### config.mk
export PLATFORM = sky130hd
export DESIGN_NAME = noc_traffic_gen
export DESIGN_NICKNAME = d
export VERILOG_FILES = /design/src/rtl/noc_tg_pkg.sv /design/src/rtl/tg_lfsr16.sv /design/src/rtl/noc_traffic_gen.sv
export SDC_FILE = /design/constraint.sdc
export NUM_CORES = 1
export LEC_CHECK = 0
export ABC_AREA = 1
export ABC_CLOCK_PERIOD_IN_PS = 2800
export BUFFER_PORTS_ARGS = -buffer_cell sky130_fd_sc_hd__clkbuf_2
export CAP_MARGIN = 30
export CORE_ASPECT_RATIO = 0.6
export CORE_MARGIN = 2
export CORE_UTILIZATION = 64
export DETAILED_ROUTE_END_ITERATION = 10
export GPL_TIMING_DRIVEN = 0
export PLACE_DENSITY = 0.87
export REMOVE_ABC_BUFFERS = 1
export SYNTH_ARGS = -nofsm -noshare
export SYNTH_HDL_FRONTEND = slang
export SYNTH_SLANG_ARGS = --single-unit
### constraint.sdc
create_clock -name clk -period 2.8 [get_ports clk]
set_input_delay 0.42 -clock clk [delete_from_list [all_inputs] [get_ports clk]]
set_output_delay 0.42 -clock clk [all_outputs]
set_load 0.01 [all_outputs]
### src/rtl/noc_tg_pkg.sv
// rtl/noc_tg_pkg.sv - shared types and constants for the NoC traffic generator
//
// Purpose : payload-mode and channel-state enums, the LFSR tap mask, and the
//           decoder that folds the reserved mode encoding onto CONST.
// Ports   : none (package)
package noc_tg_pkg;

  typedef enum logic [1:0] {
    TG_INCR  = 2'd0,
    TG_LFSR  = 2'd1,
    TG_CONST = 2'd2
  } tg_mode_e;

  typedef enum logic [1:0] {
    TG_IDLE = 2'd0,
    TG_SEND = 2'd1,
    TG_GAP  = 2'd2,
    TG_DONE = 2'd3
  } tg_state_e;

  // Fibonacci taps for x^16+x^14+x^13+x^11+1: state bits 15, 13, 12, 10.
  localparam logic [15:0] TG_LFSR_TAPS = 16'hB400;

  // Encoding 3 is reserved and behaves exactly like CONST.
  function automatic tg_mode_e tg_decode_mode(input logic [1:0] i_mode);
    case (i_mode)
      2'd0:    return TG_INCR;
      2'd1:    return TG_LFSR;
      default: return TG_CONST;
    endcase
  endfunction

endpackage

### src/rtl/tg_lfsr16.sv
// rtl/tg_lfsr16.sv - 16-bit Fibonacci LFSR with seed load and advance enable
//
// Purpose : pseudo-random payload source for one traffic-generator channel.
// Ports   : i_clk   in  1   rising-edge clock
//           i_rst_n in  1   synchronous active-low reset (reloads SEED)
//           i_load  in  1   reload SEED (has priority over i_adv)
//           i_adv   in  1   step the register once
//           o_state out 16  current register contents
module tg_lfsr16
  import noc_tg_pkg::*;
#(
  parameter logic [15:0] SEED = 16'hACE1
) (
  input  logic        i_clk,
  input  logic        i_rst_n,
  input  logic        i_load,
  input  logic        i_adv,
  output logic [15:0] o_state
);

  logic [15:0] r_state;
  logic        w_feedback;

  assign w_feedback = ^(r_state & TG_LFSR_TAPS);

  always_ff @(posedge i_clk) begin
    if (!i_rst_n) begin
      r_state <= SEED;
    end else if (i_load) begin
      r_state <= SEED;
    end else if (i_adv) begin
      r_state <= {r_state[14:0], w_feedback};
    end
  end

  assign o_state = r_state;

endmodule

### src/rtl/noc_traffic_gen.sv
// rtl/noc_traffic_gen.sv - multi-channel valid/ready flit generator for NoC test harness
//
// Purpose : NUM_CH independent flit streams with programmable payload mode,
//           inter-flit gap and flit count; reports per-channel sent counts and
//           whole-run completion.
// Ports   : clk        in  1             rising-edge clock
//           rst_n      in  1             synchronous active-low reset
//           start      in  1             launch a run, latching the config below
//           stop       in  1             graceful abort (wins over start)
//           mode       in  2             0 INCR, 1 LFSR, 2/3 CONST
//           gap        in  GAP_W         idle cycles after each accepted flit
//           num_pkts   in  CNT_W         flits per channel per run, 0 = unlimited
//           const_val  in  WIDTH         CONST-mode payload
//           out_valid  out NUM_CH        per-channel valid
//           out_data   out NUM_CH*WIDTH  channel c at [c*WIDTH +: WIDTH]
//           out_ready  in  NUM_CH        per-channel ready
//           sent_cnt   out NUM_CH*CNT_W  accepted flits this run, per channel
//           done       out 1             every channel has finished its run
module noc_traffic_gen
  import noc_tg_pkg::*;
#(
  parameter int          NUM_CH    = 4,
  parameter int          WIDTH     = 11,
  parameter int          GAP_W     = 8,
  parameter int          CNT_W     = 16,
  parameter logic [15:0] LFSR_SEED = 16'hACE1
) (
  input  logic                    clk,
  input  logic                    rst_n,
  input  logic                    start,
  input  logic                    stop,
  input  logic [1:0]              mode,
  input  logic [GAP_W-1:0]        gap,
  input  logic [CNT_W-1:0]        num_pkts,
  input  logic [WIDTH-1:0]        const_val,
  output logic [NUM_CH-1:0]       out_valid,
  output logic [NUM_CH*WIDTH-1:0] out_data,
  input  logic [NUM_CH-1:0]       out_ready,
  output logic [NUM_CH*CNT_W-1:0] sent_cnt,
  output logic                    done
);

  logic [NUM_CH-1:0] w_busy;
  logic [NUM_CH-1:0] w_in_done;
  logic              w_launch;
  logic              r_done;

  // A launch is global: every channel restarts together, and only when no
  // channel is still mid-run. stop on the same cycle suppresses it.
  assign w_launch = start && !stop && (w_busy == '0);

  for (genvar c = 0; c < NUM_CH; c++) begin : g_ch
    tg_state_e        r_state;
    tg_state_e        w_state_nxt;
    tg_mode_e         r_mode;
    logic [GAP_W-1:0] r_gap;
    logic [GAP_W-1:0] r_gap_cnt;
    logic [CNT_W-1:0] r_num;
    logic [CNT_W-1:0] r_sent;
    logic [CNT_W-1:0] w_sent_inc;
    logic [WIDTH-1:0] r_const;
    logic [WIDTH-1:0] r_incr;
    logic             r_stop_pend;
    logic             w_xfer;
    logic             w_last;
    logic [15:0]      w_lfsr;
    logic [WIDTH-1:0] w_payload;
    logic             w_unused_lfsr;

    assign w_xfer     = (r_state == TG_SEND) && out_ready[c];
    assign w_sent_inc = r_sent + 1'b1;
    assign w_last     = (r_num != '0) && (w_sent_inc == r_num);

    tg_lfsr16 #(
      .SEED (LFSR_SEED ^ 16'(c))
    ) u_lfsr (
      .i_clk   (clk),
      .i_rst_n (rst_n),
      .i_load  (w_launch),
      .i_adv   (w_xfer),
      .o_state (w_lfsr)
    );

    // Only the low WIDTH bits feed the payload; the rest is state only.
    assign w_unused_lfsr = ^w_lfsr;

    always_ff @(posedge clk) begin
      if (!rst_n) begin
        r_state <= TG_IDLE;
      end else begin
        r_state <= w_state_nxt;
      end
    end

    always_comb begin
      w_state_nxt = r_state;
      unique case (r_state)
        TG_IDLE, TG_DONE: begin
          if (w_launch) begin
            w_state_nxt = TG_SEND;
          end
        end
        TG_SEND: begin
          // A stop seen while stalled is remembered; the flit on the wire
          // still completes before the channel goes idle.
          if (w_xfer) begin
            if (r_stop_pend || stop) begin
              w_state_nxt = TG_IDLE;
            end else if (w_last) begin
              w_state_nxt = TG_DONE;
            end else if (r_gap == '0) begin
              w_state_nxt = TG_SEND;
            end else begin
              w_state_nxt = TG_GAP;
            end
          end
        end
        TG_GAP: begin
          if (stop) begin
            w_state_nxt = TG_IDLE;
          end else if (r_gap_cnt <= GAP_W'(1)) begin
            w_state_nxt = TG_SEND;
          end
        end
        default: w_state_nxt = TG_IDLE;
      endcase
    end

    always_ff @(posedge clk) begin
      if (!rst_n) begin
        r_mode      <= TG_INCR;
        r_gap       <= '0;
        r_gap_cnt   <= '0;
        r_num       <= '0;
        r_sent      <= '0;
        r_const     <= '0;
        r_incr      <= '0;
        r_stop_pend <= 1'b0;
      end else if (w_launch) begin
        r_mode      <= tg_decode_mode(mode);
        r_gap       <= gap;
        r_num       <= num_pkts;
        r_const     <= const_val;
        r_gap_cnt   <= '0;
        r_sent      <= '0;
        r_incr      <= '0;
        r_stop_pend <= 1'b0;
      end else if (w_xfer) begin
        // Generators step only on an accepted flit, so backpressure never
        // changes the payload sequence.
        r_sent      <= w_sent_inc;
        r_incr      <= r_incr + 1'b1;
        r_gap_cnt   <= r_gap;
        r_stop_pend <= 1'b0;
      end else begin
        if ((r_state == TG_SEND) && stop) begin
          r_stop_pend <= 1'b1;
        end
        if (r_state == TG_GAP) begin
          r_gap_cnt <= r_gap_cnt - 1'b1;
        end
      end
    end

    always_comb begin
      w_payload = r_const;
      case (r_mode)
        TG_INCR: w_payload = r_incr;
        TG_LFSR: w_payload = w_lfsr[WIDTH-1:0];
        default: w_payload = r_const;
      endcase
    end

    assign w_busy[c]    = (r_state == TG_SEND) || (r_state == TG_GAP);
    assign w_in_done[c] = (r_state == TG_DONE);

    // Data is forced to zero whenever valid is low so idle and reset
    // outputs read 0 regardless of the latched mode.
    assign out_valid[c]                = (r_state == TG_SEND);
    assign out_data[c*WIDTH +: WIDTH]  = (r_state == TG_SEND) ? w_payload : '0;
    assign sent_cnt[c*CNT_W +: CNT_W]  = r_sent;
  end

  // done drops immediately on relaunch; otherwise it follows the channel
  // states one cycle late.
  always_ff @(posedge clk) begin
    if (!rst_n) begin
      r_done <= 1'b0;
    end else if (w_launch) begin
      r_done <= 1'b0;
    end else begin
      r_done <= (w_in_done == {NUM_CH{1'b1}});
    end
  end

  assign done = r_done;

endmodule

[After elaboration in Yosys (flattened, before gate mapping)]
Cells that the tools add are included.
W data, S select, Z words.
Word-level totals
  bits in registers: 254
  bits of input ports: 45
  output and inout bits: 113
Operators by class
  $add $sub $neg: 12
  $lt $le $gt $ge: 4
  equal/unequal tests: 31
  multiplexer cells: 43
  bitwise gates (word level): 1
  reduce and logical (&&, ||, !) cells: 53
Operators with widths (number)
  $pmux W11 S2: 4
  $add A16 B1 Y16 const B: 4
  $eq A16 B16 Y1: 4
  $mux W8: 8
  $reduce_xor A16 Y1: 4
  $add A11 B1 Y11 const B: 4
  $mux W11: 4
  $mux W2: 22
  $le A8 B1 Y1 const B: 4
  $sub A8 B1 Y8 const B: 4
  $pmux W2 S3: 4
  $eq A2 B2 Y1 const B: 8
  $ne A2 B1 Y1 const B: 8
  $reduce_bool A16 Y1: 1
  $logic_and A1 B1 Y1: 14
  $eq A2 B1 Y1 const B: 6
  $logic_not A2 Y1: 6
  $ne A3 B3 Y1 const B: 4
  $reduce_and A3 Y1: 4
  $reduce_or A3 Y1: 4
  $reduce_or A2 Y1: 5
  $logic_not A8 Y1: 1
  $logic_or A1 B1 Y1: 8
  $reduce_bool A2 Y1: 4
  5 further kinds: 5

[Longest topological paths before layout]
Gate-level depths: netlist (run 1).
  word-level depth: 7
  gate-level depth with buffers: 16
  depth with buffers taken out: 15

[Hierarchy]
From an unflattened synthesis (run 1), not the netlist that was laid out.
Second synthesis, totals
  cell total of the unflattened synthesis: 2198
  area total of the unflattened synthesis: 14378.8 um^2
By module, submodules not included
  noc_traffic_gen: times used 1, cells each 1862, area an instance 11726.2 um^2, sequential area each 3803.6 um^2
  tg_lfsr16 (g_ch[3].u_lfsr): times used 1, cells each 85, area an instance 674.4 um^2, sequential area each 320.3 um^2
  tg_lfsr16 (g_ch[0].u_lfsr): times used 1, cells each 83, area an instance 660.6 um^2, sequential area each 320.3 um^2
  tg_lfsr16 (g_ch[1].u_lfsr): times used 1, cells each 85, area an instance 660.6 um^2, sequential area each 320.3 um^2
  tg_lfsr16 (g_ch[2].u_lfsr): times used 1, cells each 83, area an instance 656.9 um^2, sequential area each 320.3 um^2

[Worst setup path after synthesis (run 1)]
OpenSTA, ideal clock, no wires.
  kind: register to register
  start: register g_ch[3].r_state[0]
  end: register g_ch[0].r_sent[11]
  setup time: 116 ps
  arrival: 1768 ps
  data required time: 2684 ps
  setup slack: 916 ps
  cell stages (with the launch flop): 14
  path buffers: 2
  clock period less this slack: 1884 ps
  cells stage by stage: dfxtp_1 -> inv_1 -> ha_1 -> inv_1 -> nor3_2 -> nand3_2 -> inv_2 -> nor2_4 -> inv_2 -> buf_2 -> buf_4 -> nor2_1 -> o21ai_0 -> inv_1
Between the ends
  word-level cells in the longest chain between the ends: 5
  elaborated cells on any way between the ends: 6
  classes of those cells: eq/ne (2); reduce/logical (4)
RTL lines
  start, declared: RTL line noc_traffic_gen.sv:53  | tg_state_e r_state;
  start signal, assigned: RTL line noc_traffic_gen.sv:91  | r_state <= w_state_nxt;
  $eq A2 B1 Y1 / $eq A2 B2 Y1 (equally long branches): RTL line noc_traffic_gen.sv:174  | assign w_busy[c] = (r_state == TG_SEND) || (r_state == TG_GAP);
  $logic_or A1 B1 Y1 (*): RTL line noc_traffic_gen.sv:174
  $logic_not A4 Y1 (*): RTL line noc_traffic_gen.sv:50  | assign w_launch = start && !stop && (w_busy == '0);
  $logic_and A1 B1 Y1 (*): RTL line noc_traffic_gen.sv:50
  $reduce_or A2 Y1 (no line) (*)
  end signal, assigned: RTL line noc_traffic_gen.sv:151  | r_sent <= w_sent_inc;
  end, declared: RTL line noc_traffic_gen.sv:59  | logic [CNT_W-1:0] r_sent;
Every way passes the cells marked *; elsewhere a longest branch is shown, timed or not.
A chain may end at the register's enable or synchronous reset.

[Worst setup path in the final report (run 1)]
  start: register g_ch[0].r_state[0]
  end: register g_ch[0].r_sent[8]
Between the ends
  word-level cells in the longest chain between the ends: 5
  elaborated cells on any way between the ends: 7
  classes of those cells: eq/ne (2); reduce/logical (5)
RTL lines (RTL line)
  start, declared: noc_traffic_gen.sv:53
  start signal, assigned: noc_traffic_gen.sv:91
  $eq A2 B1 Y1 / $eq A2 B2 Y1 (equally long branches): noc_traffic_gen.sv:70, noc_traffic_gen.sv:174
  $logic_or A1 B1 Y1: noc_traffic_gen.sv:174
  $logic_not A4 Y1: noc_traffic_gen.sv:50
  $logic_and A1 B1 Y1: noc_traffic_gen.sv:50
  $reduce_or A2 Y1 (no line)
Parallel ways exist; a longest one is shown, timed or not.

==> flow_summary.toml, run 1 <==
[logic_synthesis]
ys_ff_latch = 254
synthArstFlopShare_pct = 0
ys_top_cells_by_area = "dfxtp_1, nand2_1, nand3_1, nor2_1, inv_1"
synth_top_area_share_pct = 36.29
synthTopCellsByCount = "nand2_1, dfxtp_1, nor2_1, inv_1, nand3_1"
synthMostInstantiatedCell = "nand2_1"
synth_ff_type = "dfxtp_1"
ys_types = 46
synth_warnings = 0
synth.avg_cell_area_um2 = 6.550
syn_area_um2 = 14010
yosys.area.top_type = "dfxtp_1"
syn_inst = 2139
synth_edf_count = 0
ys_seq_area_share_pct = 36.29

[worst_setup_path]
start_kind = "flop"
r2r_slack_ps = 50
path_class = "flop to flop"
worst_ep_arrival_time_ps = 3180
r2r-end = "g_ch[0].r_sent[8]"
worstPathRequired_ps = 3230
reg2reg_from = "g_ch[0].r_state[0]"
r2r_cells = 13
cp-end-kind = "flop"
cp_max_fo = 37

[finish]
antenna_cells = 0
fillers = 1638
layout.nets = 2334
fin_cells = 2558
drive_gt1_share_pct = 13.03
final_cell_area_um2 = 16190
area_growth_pct = 15.57

[timing]
fin_crit_sh_pct = 98.36
skew_ps = 15.50
worst_slew_pin_slew_ps = 930.3
tns_ps = 0
maxClockFrequency_mhz = 363.1
setup_viol = 0
fin_crit_ps = 2754
final.setup.worst_slack_ps = 45.79
finalHoldViolCount = 0
slew_violations = 0
slew_headroom_pct = 37.75

[floorplanning]
start_util_pct = 65.97
core_area_um2 = 21240
fp.dieW_um = 195.0
io_pins = 158
die-area_um2 = 23130
die_h_um = 118.6
row_count = 41

[clock_tree]
clockBufferDepth = 3
hold_buffers = 0
cts.clk_slew.worst_paths_ps = 70
cts_tree = "done"
insertion_delay_ps = 540
cts_sinks = 254
cts_buffers = 24
cts_root_buffer = "clkbuf_16"
htreeDepth = 1

[routing]
routed_wl_mm = 47.47
vias = 15690
ant_nets = 0
viasPerCell = 6.132
wl_per_cell_um = 18.56
drt_iter0_markers = 2296
drt-pass1-iter-count = 11
drc_errors = 1

[status]
violations = "DRC"
status = "finished, violations left"

[hold_path]
min_path_type = "input pin to flop"
min_path_cells = 2
hold_end = "g_ch[3].r_mode[0]"
min_from = "mode[1]"

[placed_design]
dp_hpwl_mm = 31.34
place_inst = 2501
port_buffers = 157
post-place-ws_ps = -757.0
place.gp.congestion = 0.9726
post_dp_cell_area_um2 = 15030

[global_routing]
grt_usage_pct = 38.58
grt_max_degree = 52
grt_overflow = 0
antenna_found_initial = 0
grt_pass1_wl_mm = 71.29
grt_pass1_vias = 13610

[power_and_ir_drop]
power_leakage_uw = 0.007050
power_uw = 13170
ir_drop_mv = 0.5150
cellPowerDensity_nw_per_um2 = 813.5

[run]
drv_cap = 0
critical path, stage by stage (launching register included):
cell	delay [ps]
dfxtp_1	400
inv_1	80
ha_1	350
nand2_1	140
nor3_4	300
nand3_4	180
buf_16	210
inv_4	190
nor2_4	140
inv_12	160
buf_16	240
a21oi_1	70
o21ai_0	90
inv_1	60
layout make-up:
class | count | area [µm²] | area share, %
Sequential cell | 254 | 5085 | 31.40
Tap cell | 279 | 349.1 | 2.156
Timing Repair inverter | 2 | 17.52 | 0.1082
Clock buffer | 29 | 660.6 | 4.080
Timing Repair Buffer | 175 | 1116 | 6.892
Multi-Input combinational cell | 1579 | 7861 | 48.55
Inverter | 225 | 883.3 | 5.455
Clock inverter | 15 | 220.2 | 1.360
flip-flops by register name, summed over array words and instances (netlist names):
register	count
g_ch.r_stop_pend	4
g_ch.r_gap_cnt	32
g_ch.r_num	16
g_ch.r_sent	64
g_ch.r_const	11
done	1
g_ch.r_gap	8
g_ch.r_state	8
g_ch.r_mode	2
g_ch.r_incr	44
g_ch.u_lfsr.o_state	64
how the worst max path moves through the flow:
| stage | from | to | slack [ps] | cells after the start |
|---|---|---|---|---|
| 2_1_floorplan | g_ch[0].r_state[0] | g_ch[1].r_sent[10] | -1010 | 11 |
| 3_3_place_gp | g_ch[0].r_state[0] | g_ch[1].r_sent[14] | -3260 | 11 |
| 3_5_place_dp | g_ch[0].r_state[0] | g_ch[0].r_sent[8] | -760 | 13 |
| 4_1_cts | g_ch[0].r_state[0] | g_ch[0].r_incr[10] | 20 | 11 |
| 5_1_grt | g_ch[0].r_state[0] | g_ch[2].r_sent[4] | -20 | 12 |
| 6_report | g_ch[0].r_state[0] | g_ch[0].r_sent[8] | 50 | 13 |
cells by family (layout without fill, tap and decap cells):
family | count (synthesis) | in the layout | share of synthesized area [%]
flops | 254 | 254 | 36.29
xor+xnor | 48 | 48 | 3.197
fa+ha+maj | 28 | 28 | 2.500
buf+inv | 308 | 446 | 8.510
compound gates | 357 | 357 | 13.90
simple gates | 1144 | 1146 | 35.60
cell usage in the layout (no fill, tap or decap), drive strengths merged, types with 3 or more instances in the layout:
cell type,synthesis,final
ha,28,28
nand3,183,184
xor2,25,25
nand2,587,588
inv,224,224
o21ai,134,134
a32oi,3,3
clkinv,1,10
xnor2,21,21
nor4,4,4
a31oi,25,25
bufinv,0,5
or2,8,8
nand4,41,41
dfxtp,254,254
nor3,64,64
o211ai,16,16
clkbuf,57,186
nor2,248,248
nor3b,4,4
a211oi,3,3
o22ai,16,16
clkinvlp,0,3
a21oi,144,144
o21a,8,8
buf,26,17
repair_timing:
item | in CTS | in global routing
setup endpoints to repair | 201 | 85
gates cloned | 3 | 2
pin swaps | 2 | 2
setup buffers | 3 | 5
gates resized for setup | 19 | 14
metal layers:
layer	GRT usage [%]	part of all wire (%)
met5	0	0
met2	54.78	40
met4	14.69	3.9
met1	55.03	39
met3	11.13	16
metrics by stage:
stage	utilization, %	hold slack [ps]
CTS	75.59	102.3
floorplan	-	419.7
detailed placement	70.77	436.7
global placement	69.68	429.2
global route	76.25	129.7
finish	76.25	108.7
where the power goes:
| part | switching, µW | internal, µW | leakage, µW | total, µW |
|---|---|---|---|---|
| registers | 724 | 4090 | 0.00206 | 4810 |
| logic | 3130 | 1550 | 0.00456 | 4680 |
| clock network | 1530 | 2160 | 0.000430 | 3690 |
| total | 5380 | 7790 | 0.00705 | 13200 |
(Power assumes the default switching activity.)
==> run 2, diff against run 1 <==
--- a/config.mk
+++ b/config.mk
@@ -10,7 +10,7 @@
 export BUFFER_PORTS_ARGS = -buffer_cell sky130_fd_sc_hd__clkbuf_2
 export CAP_MARGIN = 30
 export CORE_ASPECT_RATIO = 0.6
-export CORE_MARGIN = 2
+export CORE_MARGIN = 4
 export CORE_UTILIZATION = 64
 export DETAILED_ROUTE_END_ITERATION = 10
 export GPL_TIMING_DRIVEN = 0
==> flow_summary.toml, run 2 (synthesis gave the netlist of run 1 again) <==
[power_and_ir_drop]
combPwrFrac_pct = 35.5
switchingPower_uw = 5249
seq_power_share_pct = 36.8
intPower_uw = 7807
ir_drop_mv = 0.4861
clockPowerShare_pct = 27.7
swShare_pct = 40.20
cellPowerDensity_nw_per_um2 = 805.6
power_leakage_uw = 0.007081

[clock_tree]
hold_buffers = 0
cts_tree = "done"
htreeDepth = 1
cts.clk_slew.worst_paths_ps = 60
cts_sinks = 254
cts_root_buffer = "clkbuf_16"
clockBufferDepth = 3
cts_buffers = 24
insertion_delay_ps = 530

[floorplanning]
fp.dieW_um = 199.0
die-area_um2 = 24400
die_h_um = 122.6
start_util_pct = 65.97
core_area_um2 = 21240
row_count = 41
io_pins = 158

[global_routing]
grt_pass1_wl_mm = 70.65
grt_overflow = 0
grt_pass1_vias = 13510
grt_usage_pct = 36.09
antenna_found_initial = 0
grt_max_degree = 52

[worst_setup_path]
cp_max_fo = 10
start_kind = "flop"
cp_slowest_stage_delay_ps = 680
crit_path_top_delay_cell = "nor2_1"
worstPathRequired_ps = 2380
crit_path_cell_trace = "clkinvlp_4 -> buf_4 -> nor2_1 -> nor3_1 -> clkbuf_2"
worst_ep_arrival_time_ps = 2380
cp-end-kind = "output pin"
path_class = "flop to output pin"

[routing]
viasPerCell = 6.035
drt-pass1-iter-count = 7
wl_per_cell_um = 18.43
drc_errors = 0
ant_nets = 0
drt_iter0_markers = 2011
vias = 15460
routed_wl_mm = 47.22

[timing]
setup_viol = 0
slew_violations = 0
finalHoldViolCount = 0
worst_slew_pin_slew_ps = 900.7
skew_ps = 17.58
fin_crit_ps = 2797
maxClockFrequency_mhz = 357.6
fin_crit_sh_pct = 99.88
final.setup.worst_slack_ps = 3.253
slew_headroom_pct = 39.73
tns_ps = 0

[finish]
antenna_cells = 0
layout_commonest_cell = "nand2_1"
drive_gt1_share_pct = 13.10
final_cell_mix = "nand2_1, dfxtp_1, nor2_1"
area_growth_pct = 15.67
fillers = 1667
seq_area_um2 = 5085
layout.nets = 2339
fin_cells = 2562
multiInputGateArea_um2 = 7846

[placed_design]
post-place-ws_ps = -636.0
port_buffers = 157
dp_hpwl_mm = 32.05
place_inst = 2501
place.gp.congestion = 0.9884

[hold_path]
min_path_type = "input pin to flop"

[status]
status = "finished, final reports clean"

[run]
drv_cap = 0
-- run 2: cell count changes in the layout (fill, tap and decap cells not counted), sizes merged --
cell      previous run  this run
clkinv              10         9
clkinvlp             3         2
inv                224       222
buf                 17        22
clkbuf             186       189
-- run 2: critical path: cells and delay by family (launching register included) --
family        cells  cell delay (ps)
buf+inv           3              630
flops             1              350
simple gates      2              870
-- run 2: path summary, 6_finish.rpt --
kind              slack, ps          startpoint  cells after the start              endpoint
setup / recovery          3   g_ch[3].r_mode[1]                      5          out_data[10]
hold / removal          150             mode[1]                      2     g_ch[3].r_mode[0]
setup reg to reg         80  g_ch[3].r_state[0]                     11  g_ch[3].r_gap_cnt[7]
hold reg to reg         450  g_ch[1].r_incr[10]                      1    g_ch[1].r_incr[10]
-- run 2: per-stage QoR --
step | hold slack (ps) | cell area (µm²) | power (µW) | util [%]
after floorplan | 419.7 | 13660 | 7304 | -
after global placement | 434.0 | 14800 | 8699 | 69.68
after detailed placement | 436.8 | 15030 | 8954 | 70.78
after CTS | 106.6 | 16000 | 12660 | 75.36
after global routing | 149.7 | 16210 | 13620 | 76.31
final | 146.1 | 16210 | 13060 | 76.31
-- run 2: what timing repair did --
action                                  in CTS  in global routing
resized for setup                           18                 14
cloned                                       2                  3
buffers inserted                             0                 13
pin swaps                                    1                  4
endpoints found under the setup margin     171                124
-- run 2: final cells by class --
class	instances	area share [%]
inverters	225	5.481
clock inverters	12	1.143
repair inverters	1	0.05404
flip-flops and latches	254	31.37
repair buffers	181	7.195
clock buffers	31	4.184
multi-input cells	1579	48.41
well taps	279	2.154
-- run 2: layer usage --
| layer | track usage (%) | vias to the layer above | routed length, µm |
|---|---|---|---|
| li1 | - | 7265 | - |
| met1 | 51.56 | 7023 | 18930 |
| met2 | 53.69 | 1029 | 19430 |
| met3 | 11.25 | 145 | 7460 |
| met4 | 8.369 | 0 | 1409 |
| met5 | 0 | - | 0 |
-- run 2: power groups by stage --
stage | clock, µW | combinational, µW | sequential [µW]
3_5_place_dp | 0 | 4150 | 4810
6_report | 3620 | 4640 | 4800
3_3_place_gp | 0 | 3910 | 4790
5_1_grt | 3800 | 4990 | 4830
2_1_floorplan | 0 | 2680 | 4620
4_1_cts | 3620 | 4310 | 4730
